$ cat config.mk
export PLATFORM = sky130hd
export DESIGN_NAME = id_stage
export DESIGN_NICKNAME = d
export VERILOG_FILES = /design/src/rtl/id_stage.sv
export SDC_FILE = /design/constraint.sdc
export NUM_CORES = 2
export LEC_CHECK = 0
export CAP_MARGIN = 30
export CORE_MARGIN = 3
export CORE_UTILIZATION = 60
export DETAILED_ROUTE_END_ITERATION = 8
export GPL_TIMING_DRIVEN = 0
export PLACE_DENSITY = 0.77
export REMOVE_ABC_BUFFERS = 1
export SLEW_MARGIN = 20
export SYNTH_ARGS = -nofsm -noshare
export SYNTH_HDL_FRONTEND = slang
export SYNTH_SLANG_ARGS = --single-unit
$ cat constraint.sdc
create_clock -name clk -period 48 [get_ports clk]
set_input_delay 7.2 -clock clk [delete_from_list [all_inputs] [get_ports clk]]
set_output_delay 7.2 -clock clk [all_outputs]
set_load 0.02 [all_outputs]
$ cat src/rtl/id_stage.sv
// id_stage: MIPS32 instruction-decode stage with a 32x32 register file,
// branch/jump resolution in ID and the ID/EX pipeline register.
// Optional macro ID_FORWARD_EN: when defined, operands take EX/MEM forwards and
// only load-use stalls. When undefined, forward inputs are ignored and ID
// stalls until a pending result reaches the register file.
module id_stage (
  input  logic        clk,
  input  logic        rst,
  input  logic [31:0] npc,
  input  logic [31:0] ins,
  input  logic        ex_fwd_we,
  input  logic [4:0]  ex_fwd_waddr,
  input  logic [31:0] ex_fwd_wdata,
  input  logic        mem_fwd_we,
  input  logic [4:0]  mem_fwd_waddr,
  input  logic [31:0] mem_fwd_wdata,
  input  logic        wb_we,
  input  logic [4:0]  wb_waddr,
  input  logic [31:0] wb_wdata,
  output logic [31:0] jpc,
  output logic        if_pc_jump,
  output logic        if_bubble,
  output logic [31:0] ex_pc,
  output logic [31:0] ex_a,
  output logic [31:0] ex_b,
  output logic [31:0] ex_imm,
  output logic [3:0]  ex_alu_op,
  output logic [4:0]  ex_waddr,
  output logic        ex_we,
  output logic        ex_mem_rd,
  output logic        ex_mem_wr
);

  typedef enum logic [3:0] {
    ALU_NOP = 4'd0,
    ALU_ADD = 4'd1,
    ALU_SUB = 4'd2,
    ALU_AND = 4'd3,
    ALU_OR  = 4'd4,
    ALU_XOR = 4'd5,
    ALU_SLT = 4'd6,
    ALU_SLL = 4'd7,
    ALU_SRL = 4'd8,
    ALU_LUI = 4'd9
  } alu_op_e;

  localparam logic [5:0] OP_RTYPE = 6'h00;
  localparam logic [5:0] OP_J     = 6'h02;
  localparam logic [5:0] OP_JAL   = 6'h03;
  localparam logic [5:0] OP_BEQ   = 6'h04;
  localparam logic [5:0] OP_BNE   = 6'h05;
  localparam logic [5:0] OP_ADDIU = 6'h09;
  localparam logic [5:0] OP_ANDI  = 6'h0C;
  localparam logic [5:0] OP_ORI   = 6'h0D;
  localparam logic [5:0] OP_XORI  = 6'h0E;
  localparam logic [5:0] OP_LUI   = 6'h0F;
  localparam logic [5:0] OP_LW    = 6'h23;
  localparam logic [5:0] OP_SW    = 6'h2B;

  localparam logic [5:0] FN_SLL  = 6'h00;
  localparam logic [5:0] FN_SRL  = 6'h02;
  localparam logic [5:0] FN_JR   = 6'h08;
  localparam logic [5:0] FN_ADDU = 6'h21;
  localparam logic [5:0] FN_SUBU = 6'h23;
  localparam logic [5:0] FN_AND  = 6'h24;
  localparam logic [5:0] FN_OR   = 6'h25;
  localparam logic [5:0] FN_XOR  = 6'h26;
  localparam logic [5:0] FN_SLT  = 6'h2A;

  // Instruction fields
  logic [5:0]  w_op, w_funct;
  logic [4:0]  w_rs, w_rt, w_rd, w_shamt;
  logic [15:0] w_imm16;
  logic [25:0] w_idx;
  logic [31:0] w_sext, w_zext;

  assign w_op    = ins[31:26];
  assign w_rs    = ins[25:21];
  assign w_rt    = ins[20:16];
  assign w_rd    = ins[15:11];
  assign w_shamt = ins[10:6];
  assign w_funct = ins[5:0];
  assign w_imm16 = ins[15:0];
  assign w_idx   = ins[25:0];
  assign w_sext  = {{16{w_imm16[15]}}, w_imm16};
  assign w_zext  = {16'h0000, w_imm16};

  // Decode results
  logic        w_valid, w_rs_used, w_rt_used, w_we, w_mem_rd, w_mem_wr;
  logic        w_is_beq, w_is_bne, w_is_j, w_is_jal, w_is_jr;
  logic [4:0]  w_waddr;
  logic [31:0] w_imm;
  alu_op_e     w_alu;

  // Register file and ID/EX register
  logic [31:0] r_rf [32];
  logic [31:0] r_ex_pc, r_ex_a, r_ex_b, r_ex_imm;
  alu_op_e     r_ex_alu_op;
  logic [4:0]  r_ex_waddr;
  logic        r_ex_we, r_ex_mem_rd, r_ex_mem_wr;

  logic [31:0] w_rf_rs, w_rf_rt, w_rs_val, w_rt_val;
  logic [31:0] w_a, w_b, w_br_tgt, w_j_tgt, w_tgt;
  logic        w_hazard, w_taken;

  // Instruction decode: unrecognised encodings leave w_valid low and issue a NOP
  always_comb begin
    w_valid   = 1'b0;
    w_rs_used = 1'b0;
    w_rt_used = 1'b0;
    w_we      = 1'b0;
    w_mem_rd  = 1'b0;
    w_mem_wr  = 1'b0;
    w_is_beq  = 1'b0;
    w_is_bne  = 1'b0;
    w_is_j    = 1'b0;
    w_is_jal  = 1'b0;
    w_is_jr   = 1'b0;
    w_waddr   = '0;
    w_imm     = '0;
    w_alu     = ALU_NOP;
    case (w_op)
      OP_RTYPE: begin
        case (w_funct)
          FN_ADDU, FN_SUBU, FN_AND, FN_OR, FN_XOR, FN_SLT: begin
            w_valid   = 1'b1;
            w_rs_used = 1'b1;
            w_rt_used = 1'b1;
            w_we      = 1'b1;
            w_waddr   = w_rd;
            case (w_funct)
              FN_ADDU: w_alu = ALU_ADD;
              FN_SUBU: w_alu = ALU_SUB;
              FN_AND:  w_alu = ALU_AND;
              FN_OR:   w_alu = ALU_OR;
              FN_XOR:  w_alu = ALU_XOR;
              default: w_alu = ALU_SLT;
            endcase
          end
          FN_SLL, FN_SRL: begin
            w_valid   = 1'b1;
            w_rt_used = 1'b1;
            w_we      = 1'b1;
            w_waddr   = w_rd;
            w_imm     = {27'd0, w_shamt};
            w_alu     = (w_funct == FN_SLL) ? ALU_SLL : ALU_SRL;
          end
          FN_JR: begin
            w_valid   = 1'b1;
            w_rs_used = 1'b1;
            w_is_jr   = 1'b1;
          end
          default: ;
        endcase
      end
      OP_ADDIU, OP_ANDI, OP_ORI, OP_XORI: begin
        w_valid   = 1'b1;
        w_rs_used = 1'b1;
        w_we      = 1'b1;
        w_waddr   = w_rt;
        w_imm     = (w_op == OP_ADDIU) ? w_sext : w_zext;
        case (w_op)
          OP_ADDIU: w_alu = ALU_ADD;
          OP_ANDI:  w_alu = ALU_AND;
          OP_ORI:   w_alu = ALU_OR;
          default:  w_alu = ALU_XOR;
        endcase
      end
      OP_LUI: begin
        w_valid = 1'b1;
        w_we    = 1'b1;
        w_waddr = w_rt;
        w_imm   = {w_imm16, 16'h0000};
        w_alu   = ALU_LUI;
      end
      OP_LW: begin
        w_valid   = 1'b1;
        w_rs_used = 1'b1;
        w_we      = 1'b1;
        w_mem_rd  = 1'b1;
        w_waddr   = w_rt;
        w_imm     = w_sext;
        w_alu     = ALU_ADD;
      end
      OP_SW: begin
        w_valid   = 1'b1;
        w_rs_used = 1'b1;
        w_rt_used = 1'b1;
        w_mem_wr  = 1'b1;
        w_imm     = w_sext;
        w_alu     = ALU_ADD;
      end
      OP_BEQ, OP_BNE: begin
        w_valid   = 1'b1;
        w_rs_used = 1'b1;
        w_rt_used = 1'b1;
        w_imm     = w_sext;
        w_is_beq  = (w_op == OP_BEQ);
        w_is_bne  = (w_op == OP_BNE);
      end
      OP_J: begin
        w_valid = 1'b1;
        w_is_j  = 1'b1;
      end
      OP_JAL: begin
        w_valid  = 1'b1;
        w_is_j   = 1'b1;
        w_is_jal = 1'b1;
        w_we     = 1'b1;
        w_waddr  = 5'd31;
      end
      default: ;
    endcase
  end

  // Register-file read ports: $0 reads zero, same-cycle WB writes pass straight through
  assign w_rf_rs = (w_rs == 5'd0) ? '0 :
                   (wb_we && (wb_waddr == w_rs)) ? wb_wdata : r_rf[w_rs];
  assign w_rf_rt = (w_rt == 5'd0) ? '0 :
                   (wb_we && (wb_waddr == w_rt)) ? wb_wdata : r_rf[w_rt];

`ifdef ID_FORWARD_EN
  // EX result wins over MEM, MEM over the register file
  assign w_rs_val = (ex_fwd_we && (ex_fwd_waddr == w_rs) && (w_rs != 5'd0)) ? ex_fwd_wdata :
                    (mem_fwd_we && (mem_fwd_waddr == w_rs) && (w_rs != 5'd0)) ? mem_fwd_wdata :
                    w_rf_rs;
  assign w_rt_val = (ex_fwd_we && (ex_fwd_waddr == w_rt) && (w_rt != 5'd0)) ? ex_fwd_wdata :
                    (mem_fwd_we && (mem_fwd_waddr == w_rt) && (w_rt != 5'd0)) ? mem_fwd_wdata :
                    w_rf_rt;
  // Only a load sitting in ID/EX cannot be forwarded in time
  assign w_hazard = r_ex_mem_rd && (r_ex_waddr != 5'd0) &&
                    ((w_rs_used && (w_rs == r_ex_waddr)) ||
                     (w_rt_used && (w_rt == r_ex_waddr)));
`else
  logic w_rs_pend, w_rt_pend;
  logic w_unused;

  assign w_unused = ^{ex_fwd_wdata, mem_fwd_wdata};
  assign w_rs_val = w_rf_rs;
  assign w_rt_val = w_rf_rt;
  // A source is pending while any later stage still owes it a write
  assign w_rs_pend = (w_rs != 5'd0) &&
                     ((ex_fwd_we && (ex_fwd_waddr == w_rs)) ||
                      (mem_fwd_we && (mem_fwd_waddr == w_rs)) ||
                      (r_ex_we && (r_ex_waddr == w_rs)));
  assign w_rt_pend = (w_rt != 5'd0) &&
                     ((ex_fwd_we && (ex_fwd_waddr == w_rt)) ||
                      (mem_fwd_we && (mem_fwd_waddr == w_rt)) ||
                      (r_ex_we && (r_ex_waddr == w_rt)));
  assign w_hazard = (w_rs_used && w_rs_pend) || (w_rt_used && w_rt_pend);
`endif

  // Operand shaping: unused rs reads as 0; when rt is unused, B carries the immediate
  // so EX sees a uniform A-op-B for I-type ALU ops. JAL passes its link address in A.
  always_comb begin
    w_a = w_rs_used ? w_rs_val : '0;
    if (w_is_jal) w_a = npc + 32'd4;
    w_b = w_rt_used ? w_rt_val : w_imm;
  end

  assign w_br_tgt = npc + {w_sext[29:0], 2'b00};
  assign w_j_tgt  = {npc[31:28], w_idx, 2'b00};

  // Branch and jump resolution in ID
  always_comb begin
    w_taken = 1'b0;
    w_tgt   = '0;
    if ((w_is_beq && (w_rs_val == w_rt_val)) || (w_is_bne && (w_rs_val != w_rt_val))) begin
      w_taken = 1'b1;
      w_tgt   = w_br_tgt;
    end else if (w_is_j) begin
      w_taken = 1'b1;
      w_tgt   = w_j_tgt;
    end else if (w_is_jr) begin
      w_taken = 1'b1;
      w_tgt   = w_rs_val;
    end
  end

  assign if_bubble  = ~rst & w_hazard;
  assign if_pc_jump = ~rst & ~w_hazard & w_taken;
  assign jpc        = if_pc_jump ? w_tgt : '0;

  // Register file write port; $0 is never written
  always_ff @(posedge clk or posedge rst) begin
    if (rst) begin
      for (int unsigned i = 0; i < 32; i++) r_rf[i] <= '0;
    end else if (wb_we && (wb_waddr != 5'd0)) begin
      r_rf[wb_waddr] <= wb_wdata;
    end
  end

  // ID/EX register: stalls and undecoded words clock in an all-zero NOP
  always_ff @(posedge clk or posedge rst) begin
    if (rst) begin
      r_ex_pc     <= '0;
      r_ex_a      <= '0;
      r_ex_b      <= '0;
      r_ex_imm    <= '0;
      r_ex_alu_op <= ALU_NOP;
      r_ex_waddr  <= '0;
      r_ex_we     <= 1'b0;
      r_ex_mem_rd <= 1'b0;
      r_ex_mem_wr <= 1'b0;
    end else if (w_hazard || !w_valid) begin
      r_ex_pc     <= '0;
      r_ex_a      <= '0;
      r_ex_b      <= '0;
      r_ex_imm    <= '0;
      r_ex_alu_op <= ALU_NOP;
      r_ex_waddr  <= '0;
      r_ex_we     <= 1'b0;
      r_ex_mem_rd <= 1'b0;
      r_ex_mem_wr <= 1'b0;
    end else begin
      r_ex_pc     <= npc - 32'd4;
      r_ex_a      <= w_a;
      r_ex_b      <= w_b;
      r_ex_imm    <= w_imm;
      r_ex_alu_op <= w_alu;
      r_ex_waddr  <= w_waddr;
      r_ex_we     <= w_we;
      r_ex_mem_rd <= w_mem_rd;
      r_ex_mem_wr <= w_mem_wr;
    end
  end

  assign ex_pc     = r_ex_pc;
  assign ex_a      = r_ex_a;
  assign ex_b      = r_ex_b;
  assign ex_imm    = r_ex_imm;
  assign ex_alu_op = r_ex_alu_op;
  assign ex_waddr  = r_ex_waddr;
  assign ex_we     = r_ex_we;
  assign ex_mem_rd = r_ex_mem_rd;
  assign ex_mem_wr = r_ex_mem_wr;

endmodule

==> reports/metrics.cfg <==
[cts]
numClockSinks = 1164
htree_num_levels = 3
ctsHoldBuffers = 0
cts.repair.resized = 0
clock_latency_ns = 0.73
cts_tree = done
clockBufferDepth = 3
path_clk_slew_ns = 0.06
cts_buffers = 119
cts_setup_buffers = 0
cts_root_buffer = clkbuf_16

[detailed_routing]
routed_via_density = 7.32
vias = 47268
wirelength_mm = 218
ant_nets = 0
drtPass1Iterations = 8
avgRoutedWirePerCell_um = 33.8
drcViolationCount = 0
drt_iter0_markers = 6206

[timing]
clock_skew_ns = 0.0379
tns_ns = 0
hold-worst-slack_ns = 0.401
final_hold_viol_count = 0
relSlewSlack_pct = 23.1
final_max_slew_viol_count = 0
fin_crit_ns = 22.49
fmax_ghz = 0.0445
tightest_slew_ns = 1.15
finalSetupViolCount = 0
fin_crit_sh_pct = 46.8
rsz0062_at_grt = false

[layout]
final_util_pct = 69.9
fillers = 7096
fin_nets = 5162
layout-drive-gt1-share_pct = 38.4
fin_cells = 6460
area_growth_pct = 15.5

[die]
start_util_pct = 60.6
die_y_um = 335
io_pins = 354
core_area_um2 = 107000
die_area_um2 = 112000
die_w_um = 335
num_rows = 120

[setup_path]
cp_max_fo = 66
rr_worst_depth = 13
crit_required_ns = 40.80
crit_type = input pin to primary output
cpPeakStageDelay_ns = 0.80
cp-start-kind = input pin
critPathCaptureType = primary output
cp_common_cell = buf_16
cpMaxStageDelayCell = a211oi_2
arrival_ns = 15.29
crit_chain = buf_8 > buf_16 > buf_16 > buf_16 > xnor2_2 > nand3_2 > o21ai_4 > buf_8 > buf_16 > nor2b_1 > a211oi_2 > xnor2_1 > nor4_1 > nand4_1 > nor4_2 > mux2i_4 > nand2_1 > o21ai_0 > clkdlybuf4s50_1

[global_route]
grt_max_degree = 111
grt_antenna_before_repair = 14
met3_usage_pct = 11.0
grt_pass1_vias = 47957
grt_first_pass_wirelength_mm = 319
busiest_layer = met2
met2_usage_pct = 58.6
grtUsageTotal_pct = 38.7
global_route.usage.met1_pct = 49.3
grt_overflow = 0

[synthesis]
synth_common_cells = dfrtp_1 (1164), mux2_2 (1001), mux4_2 (436)
synth_top_area_share_pct = 44.9
yosys-top-cells-area = dfrtp_1 (45%), mux2_2 (17%), mux4_2 (15%)
synthArstFlopShare_pct = 100
synth.largest_area_cell = dfrtp_1
syn_avg_cell_area_um2 = 13.3
syn_inst = 4870
synth_flop_cell = dfrtp_1
yosysMostFrequentCell = dfrtp_1
synth_seq_cells = 1164
synth_edf_count = 0
syn_area_um2 = 64900
yosysSeqAreaShare_pct = 44.9
yosysWarnings = 0
synth_cell_types = 86

[power]
switching_share_pct = 28.4
ir_drop_uv = 28.9
p_int_mw = 2.08
seqPwrFrac_pct = 43.8
p_comb_share_pct = 21.9
p_switching_mw = 0.826
leakage_nw = 32.1
clkPwrFrac_pct = 34.2
power_density_nw_per_um2 = 38.8

[place]
globalplace.congestion = 0.949
dp_cells = 6224
numPortBuffers = 289
place_hpwl_mm = 144

[run]
maxCapViolCount = 0

[outcome]
status = complete, no violations

[min_path]
hp-class = flip-flop to flip-flop
holdPathStages = 0

worst paths after layout:
path                                  start    endpoint  slack [ns]
worst max-delay path                ins[16]      jpc[4]       25.51
worst min-delay path             r_rf[1001]  r_rf[1001]        0.40
worst max register to register  ex_waddr[0]  ex_imm[10]       44.30
worst min register to register   r_rf[1001]  r_rf[1001]        0.40
max in group asynchronous               rst   r_rf[303]       38.42
min in group asynchronous               rst    ex_b[27]        7.02
layout make-up:
cell class                      count  area (µm²)  area share [%]
Antenna cell                       13        32.5          0.0434
Inverter                           22        97.6           0.130
Sequential cell                  1164       29100            38.9
Clock inverter                     53         687           0.916
Timing Repair Buffer              467        6140            8.19
Clock buffer                      162        3490            4.65
Multi-Input combinational cell   3176       33600            44.9
Tap cell                         1403        1760            2.34
power groups by stage:
stage / Sequential (mW) / Combinational (mW) / Clock, mW
after CTS: 1.27 / 0.627 / 0.998
after detailed placement: 1.28 / 0.623 / 0
after global placement: 1.27 / 0.656 / 0
after global routing: 1.29 / 0.671 / 1.04
after floorplan: 1.25 / 0.421 / 0
final: 1.27 / 0.637 / 0.995
cell families (layout without fill, tap and decap cells):
| group | Yosys count | count (layout) | synth area share [%] |
|---|---|---|---|
| compound gates | 582 | 582 | 6.47 |
| mux | 1667 | 1667 | 36.5 |
| fa+ha+maj | 32 | 32 | 0.628 |
| simple gates | 741 | 741 | 5.47 |
| xor+xnor | 154 | 154 | 2.09 |
| other cells | 0 | 13 | 0 |
| flops | 1164 | 1164 | 44.9 |
| buf+inv | 530 | 704 | 4.02 |
sequential cells by signal (all words and copies together), names as in the netlist:
name,cells
ex_a,32
ex_mem_wr,1
ex_imm,32
r_rf,1024
ex_waddr,5
ex_alu_op,4
ex_mem_rd,1
ex_b,32
ex_pc,32
ex_we,1
stage by stage:
step | power [mW] | cell area, µm² | setup slack (ns)
finish | 2.91 | 75000 | 25.51
global route | 3.00 | 74900 | 25.33
CTS | 2.89 | 74900 | 25.67
detailed placement | 1.90 | 70700 | 25.64
global placement | 1.93 | 67000 | -4.52
floorplan | 1.67 | 62400 | 6.39
critical path: cells and delay by family:
kind | cells | cell delay, ns
buffers and inverters | 7 | 2.60
XOR/XNOR | 2 | 0.48
AO/OA/AOI/OAI | 3 | 2.05
multiplexers | 1 | 0.74
AND/OR/NAND/NOR | 6 | 2.01
routing by layer:
metal,wire length (µm),vias to the layer above
li1,-,18676
met1,78900,24526
met2,98400,3216
met3,25200,844
met4,15600,6
met5,33,-
placed cells by master (no fill, tap or decap), types with 17 or more instances in the layout:
| cell type | count |
|---|---|
| xnor2_1 | 84 |
| mux2i_1 | 212 |
| nor3_1 | 40 |
| nor2b_1 | 30 |
| nand3_1 | 56 |
| nand2_1 | 165 |
| mux4_1 | 17 |
| a21oi_1 | 104 |
| mux2_2 | 1001 |
| a221o_1 | 23 |
| buf_8 | 33 |
| ha_1 | 31 |
| nor2_4 | 20 |
| a211oi_1 | 55 |
| clkbuf_8 | 24 |
| clkbuf_16 | 124 |
| nand2b_1 | 21 |
| dfrtp_1 | 1164 |
| a21o_1 | 17 |
| a221oi_1 | 63 |
| and3_1 | 47 |
| nor4_1 | 23 |
| o21ai_0 | 66 |
| clkdlybuf4s50_1 | 269 |
| buf_16 | 72 |
| buf_12 | 25 |
| xor2_1 | 69 |
| nor2_1 | 219 |
| mux4_2 | 436 |
| a22oi_1 | 72 |
| a31oi_1 | 35 |
| clkinv_2 | 25 |
| buf_2 | 38 |
(Power assumes the default switching activity.)
